**src/rtl/rv32i_pkg.sv**
```systemverilog
// Shared RV32I constants used across the front-end blocks.
package rv32i_pkg;

  localparam int unsigned XLEN = 32;
  localparam int unsigned ILEN = 32;
  localparam logic [ILEN-1:0] NOP = 32'h0000_0013;

  // Fetch addresses are always word aligned.
  function automatic logic [XLEN-1:0] align_pc(input logic [XLEN-1:0] pc);
    return {pc[XLEN-1:2], 2'b00};
  endfunction

endpackage

```
**src/rtl/sync_fifo.sv**
```systemverilog
// Single-clock FIFO with flush; storage is not reset, only pointers and count.
module sync_fifo #(
  parameter int unsigned WIDTH = 64,
  parameter int unsigned DEPTH = 4
) (
  input  logic                   clk_i,
  input  logic                   rst_ni,
  input  logic                   flush_i,
  input  logic                   push_i,
  input  logic [WIDTH-1:0]       wdata_i,
  input  logic                   pop_i,
  output logic [WIDTH-1:0]       rdata_o,
  output logic [$clog2(DEPTH):0] count_o
);

  localparam int unsigned PtrW = $clog2(DEPTH);

  logic [PtrW-1:0]  wptr_q, wptr_d, rptr_q, rptr_d;
  logic [PtrW:0]    count_q, count_d;
  logic [WIDTH-1:0] mem_q [DEPTH];

  always_comb begin
    wptr_d  = wptr_q;
    rptr_d  = rptr_q;
    count_d = count_q;
    if (flush_i) begin
      wptr_d  = '0;
      rptr_d  = '0;
      count_d = '0;
    end else begin
      if (push_i) wptr_d = wptr_q + PtrW'(1);
      if (pop_i)  rptr_d = rptr_q + PtrW'(1);
      count_d = count_q + (PtrW + 1)'(push_i) - (PtrW + 1)'(pop_i);
    end
  end

  always_ff @(posedge clk_i) begin
    if (!rst_ni) begin
      wptr_q  <= '0;
      rptr_q  <= '0;
      count_q <= '0;
    end else begin
      wptr_q  <= wptr_d;
      rptr_q  <= rptr_d;
      count_q <= count_d;
    end
  end

  always_ff @(posedge clk_i) begin
    if (push_i && !flush_i) mem_q[wptr_q] <= wdata_i;
  end

  assign rdata_o = mem_q[rptr_q];
  assign count_o = count_q;

endmodule

```
**src/rtl/if_prefetch_queue.sv**
```systemverilog
// Instruction prefetch: issues sequential IMEM fetches against FIFO credit, queues
// {pc, instr} for ID, and flushes on EX redirects.
module if_prefetch_queue
  import rv32i_pkg::*;
#(
  parameter int unsigned    DEPTH    = 4,
  parameter logic [31:0]    RESET_PC = 32'h0000_0000
) (
  input  logic                   clk_i,
  input  logic                   rst_ni,
  input  logic                   redirect_i,
  input  logic [XLEN-1:0]        redirect_pc_i,
  output logic                   imem_en_o,
  output logic [XLEN-1:0]        imem_addr_o,
  input  logic [ILEN-1:0]        imem_rdata_i,
  output logic                   deq_valid_o,
  input  logic                   deq_ready_i,
  output logic [XLEN-1:0]        deq_pc_o,
  output logic [ILEN-1:0]        deq_instr_o,
  output logic [$clog2(DEPTH):0] count_o,
  output logic [XLEN-1:0]        pc_o
);

  localparam int unsigned CntW = $clog2(DEPTH) + 1;
  localparam int unsigned SumW = CntW + 1;

  logic [XLEN-1:0]      fetch_pc_q, fetch_pc_d;
  logic [XLEN-1:0]      tag_q, tag_d;
  logic                 inflight_q, inflight_d;
  logic                 deq_fire, push;
  logic [SumW-1:0]      credits;
  logic [XLEN+ILEN-1:0] fifo_rdata;

  assign deq_valid_o = (count_o != '0) && !redirect_i;
  assign deq_fire    = deq_valid_o && deq_ready_i;

  // The in-flight request already owns a slot; a pop this cycle frees one.
  assign credits   = SumW'(count_o) + SumW'(inflight_q) - SumW'(deq_fire);
  assign imem_en_o = rst_ni && !redirect_i && (credits < SumW'(DEPTH));
  assign imem_addr_o = fetch_pc_q;
  assign pc_o        = fetch_pc_q;

  // A response landing in a redirect cycle belongs to the wrong path.
  assign push = inflight_q && !redirect_i;

  always_comb begin
    fetch_pc_d = fetch_pc_q;
    tag_d      = tag_q;
    inflight_d = imem_en_o;
    if (redirect_i) begin
      fetch_pc_d = align_pc(redirect_pc_i);
    end else if (imem_en_o) begin
      fetch_pc_d = fetch_pc_q + 32'd4;
      tag_d      = fetch_pc_q;
    end
  end

  always_ff @(posedge clk_i) begin
    if (!rst_ni) begin
      fetch_pc_q <= RESET_PC;
      tag_q      <= '0;
      inflight_q <= 1'b0;
    end else begin
      fetch_pc_q <= fetch_pc_d;
      tag_q      <= tag_d;
      inflight_q <= inflight_d;
    end
  end

  sync_fifo #(
    .WIDTH (XLEN + ILEN),
    .DEPTH (DEPTH)
  ) u_fifo (
    .clk_i   (clk_i),
    .rst_ni  (rst_ni),
    .flush_i (redirect_i),
    .push_i  (push),
    .wdata_i ({tag_q, imem_rdata_i}),
    .pop_i   (deq_fire),
    .rdata_o (fifo_rdata),
    .count_o (count_o)
  );

  assign deq_pc_o    = fifo_rdata[XLEN+ILEN-1:ILEN];
  assign deq_instr_o = fifo_rdata[ILEN-1:0];

endmodule
```
**config.mk**
```make
export PLATFORM = sky130hd
export DESIGN_NAME = if_prefetch_queue
export DESIGN_NICKNAME = d
export VERILOG_FILES = /design/src/rtl/rv32i_pkg.sv /design/src/rtl/sync_fifo.sv /design/src/rtl/if_prefetch_queue.sv
export SDC_FILE = /design/constraint.sdc
export NUM_CORES = 1
export LEC_CHECK = 0
export CAP_MARGIN = 20
export CORE_ASPECT_RATIO = 1.5
export CORE_UTILIZATION = 25
export CTS_CLUSTER_DIAMETER = 60
export DETAILED_ROUTE_END_ITERATION = 12
export GPL_TIMING_DRIVEN = 0
export SLEW_MARGIN = 20
export SYNTH_ARGS = -nofsm -noshare
export SYNTH_HDL_FRONTEND = slang
export SYNTH_HIERARCHICAL = 1
export SYNTH_SLANG_ARGS = --single-unit
```
**constraint.sdc**
```tcl
create_clock -name clk_i -period 5.6 [get_ports clk_i]
set_input_delay 1.68 -clock clk_i [delete_from_list [all_inputs] [get_ports clk_i]]
set_output_delay 1.68 -clock clk_i [all_outputs]
set_load 0.02 [all_outputs]
```
==> qor.csv, run 1 <==
metric,value,unit
outcome,finished clean,
critical path class,primary input to output port,
cells after synthesis,786,
"commonest non-fill, non-tap cells in the layout","256 x edfxtp_1, 192 x clkdlybuf4s50_1, 74 x nand2_1",
# fillers,5027,
final hold slack,0.498,ns
P&R area growth vs syn,32.3,%
"commonest non-fill, non-tap cell in the layout",edfxtp_1,
Root Driver,clkbuf_16,
Power Total,5430,uW
Vias/cell,4.37,
fin crit period,5.48,ns
full die area,53200,um^2
Site Rows,102,
Leakage,0.00564,uW
top_reg_cell synth,edfxtp_1,
Ports,201,
Max Cap Violations,0,
family with the most delay on the worst path,buffers and inverters,
placed insts,1671,
Max Clock Freq,0.182,GHz
Finished Layout Cells,1739,
vias in the first global route,8136,
Worst Tran Pin Value,0.750,ns
layout cell share with drive strength beyond 1,0.186,
crit path launch type,primary input,
grt ovf,0,
Post-synth EDFFs,256,
PD cells,314,nW/um^2
Final Max Slew Viols,0,
final hold vios,0,
"Period Utilization, post-route",0.979,
Post-Route WL,32.8,mm
Initial Util,0.253,
clk sinks,326,
DR vias,7608,
CP bufs+invs,5,
Wirelength per Cell,18.8,um
Mapped Area,13100,um^2
GRT Total Usage,0.123,
FF/Latch Area,9090,um^2
register bit total from synthesis,326,
Slew HR,0.500,
worst-path cell chain,clkdlybuf4s50_1 -> and2_4 -> ha_1 -> inv_1 -> ha_1 -> and3b_1 -> buf_6 -> nor4_4 -> o21ai_4 -> inv_4 -> buf_6,
initial antenna violation count,0,
Antenna Cells,0,
CTS H-tree lvls,2,
Mapped Avg Cell Area,16.6,um^2
worst-path maximum fanout,6,
CTS max path bufs,3,
critical path arrival,3.80,ns
clk slew on worst S/H paths,0.06,ns
area taken by multi-input logic gates,3480,um^2
pin count of the biggest net entering global routing,38,
sequential area share after synthesis,0.695,
RSZ-0062 raised after global routing,no,
Layout Nets,1116,
TritonCTS clock tree,yes,
post-route ant nets,0,
Placer Congestion,0.813,
CP Data Required Time,3.92,ns
drc violations,0,
Die H,282,um
Die Wd,189,um
Worst path slowest cell,clkdlybuf4s50_1,
Starting DRT DRC Count,338,
synth unique cells,59,
CP peak stage delay,0.45,ns
Clock Latency Late Sink,0.53,ns
Inserted Clock Buffers,35,
first-pass GRT wire length,48.8,mm
asr flop ratio synth,0,
Hold Crit Class,register to register,
final setup violation count,0,
hpwl dp,22.8,mm
setup TNS,0,ns
total number of yosys warnings,6,
Detailed Routing Iterations Pass 1,4,
clk_skew,0.0188,ns
crit path capture type,output port,
Peak VDD IR,0.000185,V
I/O Buffers,194,
core area,51700,um^2
fin util,0.335,
[registers in the layout (all words and copies together), names as in the netlist, named ones only]
register	count
u_fifo/mem_q	256
imem_addr_o	30
tag_q	30
u_fifo/count_o	3
u_fifo/rptr_q	2
u_fifo/wptr_q	2
inflight_q	1
[worst reg2reg max path, stage by stage, from the launching register on]
cell	delay (ns)
dfxtp_1	0.37
nor3_1	0.34
nor2_4	0.07
and2_4	0.17
ha_1	0.17
inv_1	0.05
ha_1	0.21
and3b_1	0.17
buf_6	0.13
o21a_4	0.23
o21ai_4	0.21
buf_4	0.23
clkbuf_1	0.59
nand2_1	0.10
a21boi_0	0.20
[report_power, final]
group	leakage [uW]	total [uW]	internal (uW)	switching [uW]
Sequential	0.00301	2690	2640	56.2
Clock	0.000582	2390	1430	963
Combinational	0.00204	344	175	170
[metrics by stage]
step,area [um^2],setup WS [ns]
after floorplan,13100,0.0367
after global placement,15900,-1.78
after detailed placement,16000,-1.76
after CTS,17300,0.0356
after global routing,17300,0.00915
final,17300,0.120
[synth_stat cells (all sizes together), types with 4 or more instances]
master,instances,area share
and4,6,0.0040
a31oi,12,0.0057
a21boi,30,0.017
nor3,4,0.0015
nand4,5,0.0024
and3,5,0.0024
clkbuf,18,0.0053
xor2,7,0.0047
a2111oi,4,0.0036
ha,10,0.0096
nand3,15,0.0057
o21ai,31,0.012
a21oi,14,0.0054
mux4,64,0.11
nand2,74,0.021
inv,16,0.0046
xnor2,11,0.0074
dfxtp,70,0.11
o31ai,10,0.0057
or4,11,0.0066
o2111ai,4,0.0027
nor2,12,0.0034
buf,53,0.035
and2,10,0.0050
edfxtp,256,0.59
[worst paths after layout]
path                                   startpoint   endpoint  slack [ns]  cells past startpoint
worst min-delay path                    tag_q[14]  tag_q[14]        0.50                      2
worst max register to register  u_fifo/count_o[2]  tag_q[27]        2.26                     14
worst min register to register          tag_q[14]  tag_q[14]        0.50                      2
worst max-delay path                  deq_ready_i  imem_en_o        0.12                     11
[layout make-up]
cell class	instances	share of cell area
timing repair buffer	205	0.120
buffer	69	0.0306
clock buffer	40	0.0530
sequential	326	0.526
tap	676	0.0489
clock inverter	23	0.0169
multi-input combinational	383	0.201
inverter	17	0.00384
[logic make-up (layout without fill, tap and decap cells)]
family                   count (synthesis)  in the layout  synth area share
flip-flops                             326            326             0.695
AO/OA/AOI/OAI                          118            118            0.0605
buffers and inverters                   88            354            0.0453
XOR/XNOR                                19             19            0.0139
AND/OR/NAND/NOR                        158            158            0.0615
adder cells (fa/ha/maj)                 11             11            0.0111
other                                    1             12          0.000287
multiplexers                            65             65             0.112
[routing by layer]
layer	GRT usage	up-vias	part of all wire
li1	-	3530	-
met1	0.137	3783	0.39
met2	0.227	234	0.52
met3	0.0197	61	0.045
met4	0.0587	0	0.039
met5	0	-	0
[what timing repair did]
item	4_1_cts	5_1_grt
hold buffers	0	0
setup buffers	5	2
resized for setup	22	2
endpoints found under the setup margin	1	1
pin swaps	2	2
Note: power is estimated with default switching activity, not from simulation.
==> inputs of run 2 (changes only) <==
--- a/config.mk
+++ b/config.mk
@@ -11,6 +11,7 @@
 export CTS_CLUSTER_DIAMETER = 60
 export DETAILED_ROUTE_END_ITERATION = 12
 export GPL_TIMING_DRIVEN = 0
+export SKIP_LAST_GASP = 1
 export SLEW_MARGIN = 20
 export SYNTH_ARGS = -nofsm -noshare
 export SYNTH_HDL_FRONTEND = slang
==> results of run 2 <==
No change in the layout: final DEF, timing and power equal those of run 1.
==> inputs of run 3 (changes only) <==
--- a/config.mk
+++ b/config.mk
@@ -11,6 +11,7 @@
 export CTS_CLUSTER_DIAMETER = 60
 export DETAILED_ROUTE_END_ITERATION = 12
 export GPL_TIMING_DRIVEN = 0
+export SKIP_CTS_REPAIR_TIMING = 1
 export SKIP_LAST_GASP = 1
 export SLEW_MARGIN = 20
 export SYNTH_ARGS = -nofsm -noshare
==> run 3 against run 2 <==
Against the previous run: wire length fell by 0.25%; maximum frequency is 1.2% lower; worst setup slack worse by 0.065 ns; final cell count up 0.17%; hold slack is essentially flat; combinational power rose by 1%; core utilization up 0.075 points; cell area is 0.22% higher; non-clock buffer count is 3 higher; sequential cell count is the same; clock skew is 0.00061 ns lower.
==> qor.csv, run 3 (synthesis gave the netlist of run 1 again) <==
metric,value,unit,change
outcome,finished clean,,
Post-Route WL,32.7,mm,-0.25%
"final std cell area, no fill",17300,um^2,+0.22%
"commonest non-fill, non-tap cell in the layout",edfxtp_1,,
clk slew on worst S/H paths,0.06,ns,about the same
crit path launch type,primary input,,
Peak VDD IR,0.000184,V,-0.20%
largest reg by FF count,u_fifo/mem_q,,
crit path capture type,output port,,
P&R area growth vs syn,32.6,%,
full die area,53200,um^2,unchanged
final setup violation count,0,,unchanged
CP Data Required Time,3.92,ns,about the same
drc violations,0,,unchanged
area of placed instances,16000,um^2,unchanged
Wirelength per Cell,18.8,um,-0.42%
Hold Crit Class,register to register,,
post-route ant nets,0,,unchanged
Root Driver,clkbuf_16,,
Worst path slowest cell,nor4_4,,
vias in the first global route,8102,,-0.42%
worst-path maximum fanout,9,,+3
critical path class,primary input to output port,,
net switching power,1190,uW,about the same
Ports,201,,unchanged
"Period Utilization, post-route",0.990,,+0.0117
Final Max Slew Viols,0,,unchanged
final hold vios,0,,unchanged
clk sinks,326,,unchanged
placed insts,1671,,unchanged
Pint,4250,uW,+0.10%
Initial Util,0.253,,unchanged
max reg flops,256,,unchanged
Max Clock Freq,0.180,GHz,-1.2%
Site Rows,102,,unchanged
Slew HR,0.506,,+0.00627
Finished Layout Cells,1742,,+0.17%
hpwl dp,22.8,mm,unchanged
clock power share,0.440,,about the same
CP peak stage delay,0.40,ns,-0.05 ns
# fillers,5025,,-0.040%
Vias/cell,4.41,,+0.86%
fin crit period,5.55,ns,+0.0653 ns
I/O Buffers,194,,unchanged
Leakage,0.00566,uW,+0.42%
Sw Share,0.219,,about the same
PD cells,314,nW/um^2,-0.14%
core area,51700,um^2,unchanged
pin count of the biggest net entering global routing,38,,unchanged
initial antenna violation count,0,,unchanged
Inserted Clock Buffers,35,,unchanged
Detailed Routing Iterations Pass 1,5,,+1
layout cell share with drive strength beyond 1,0.190,,+0.00417
Antenna Cells,0,,unchanged
TritonCTS clock tree,yes,,
clk_skew,0.0182,ns,-0.000613 ns
Worst Tran Pin Value,0.741,ns,-0.00940 ns
Power Total,5440,uW,about the same
DR vias,7687,,+1.0%
Die Wd,189,um,unchanged
Starting DRT DRC Count,306,,-9.5%
setup TNS,0,ns,unchanged
GRT Total Usage,0.122,,-0.000593
Die H,282,um,unchanged
Max Cap Violations,0,,unchanged
worst-path cell chain,buf_6 -> buf_8 -> nor2_4 -> and2_4 -> ha_2 -> inv_1 -> ha_1 -> and3b_2 -> nor4_4 -> o21ai_2 -> buf_6 -> inv_6 -> buf_12 -> buf_8,,
critical path arrival,3.87,ns,+0.07 ns
Gate power share,0.064,,about the same
r2r setup slk,2.23,ns,-0.03 ns
grt ovf,0,,unchanged
Clock Latency Late Sink,0.53,ns,about the same
"commonest non-fill, non-tap cells in the layout","256 x edfxtp_1, 191 x clkdlybuf4s50_1, 74 x nand2_1",,
Placer Congestion,0.813,,unchanged
CTS H-tree lvls,2,,unchanged
Layout Nets,1119,,+0.27%
CTS max path bufs,3,,unchanged
sequential power share,0.495,,about the same
first-pass GRT wire length,48.6,mm,-0.41%
-- run 3: changes by cell type in the layout (fill, tap and decap cells not counted), sizes merged --
| cell | change |
|---|---|
| dlymetal6s2s | +1 |
| buf | +4 |
| clkdlybuf4s50 | -1 |
| clkbuf | -1 |
-- run 3: layout make-up --
cell class,instances,area (um^2),area share
clock inverters,23,292,0.0168
plain buffers,70,551,0.0318
clock buffers,40,916,0.0528
inverters,17,68.8,0.00397
multi-input cells,383,3470,0.200
flip-flops and latches,326,9090,0.524
repair buffers,207,2100,0.121
well taps,676,846,0.0488
-- run 3: routing by layer --
| layer | global-route usage | share of wire |
|---|---|---|
| met3 | 0.0200 | 0.050 |
| met5 | 0 | 0 |
| met1 | 0.136 | 0.39 |
| met2 | 0.227 | 0.53 |
| met4 | 0.0577 | 0.038 |
-- run 3: critical path: cells and delay by family --
family | cells | cell delay (ns)
buf+inv | 7 | 0.74
fa+ha+maj | 2 | 0.42
simple gates | 4 | 0.88
compound gates | 1 | 0.13
-- run 3: metrics by stage --
step | hold slack (ns) | util | setup slack, ns
after global routing | 0.517 | 0.335 | -0.0129
after floorplan | 0.460 | - | 0.0367
after global placement | 0.470 | 0.308 | -1.78
after detailed placement | 0.487 | 0.310 | -1.76
after CTS | 0.499 | 0.333 | -1.77
final | 0.498 | 0.335 | 0.0548
-- run 3: final timing paths --
| check | from | to | depth (start not counted) |
|---|---|---|---|
| hold reg to reg | tag_q[21] | u_fifo/mem_q[1][53] | 0 |
| setup reg to reg | u_fifo/count_o[2] | imem_addr_o[30] | 13 |
| hold / removal | tag_q[21] | u_fifo/mem_q[1][53] | 0 |
| setup / recovery | redirect_i | imem_en_o | 14 |
-- run 3: power by group through the flow --
stage | clock (uW) | combinational [uW] | sequential (uW)
finish | 2390 | 349 | 2690
global route | 2540 | 375 | 2700
CTS | 2460 | 345 | 2690
detailed placement | 0 | 344 | 2750
global placement | 0 | 339 | 2740
floorplan | 0 | 147 | 2740
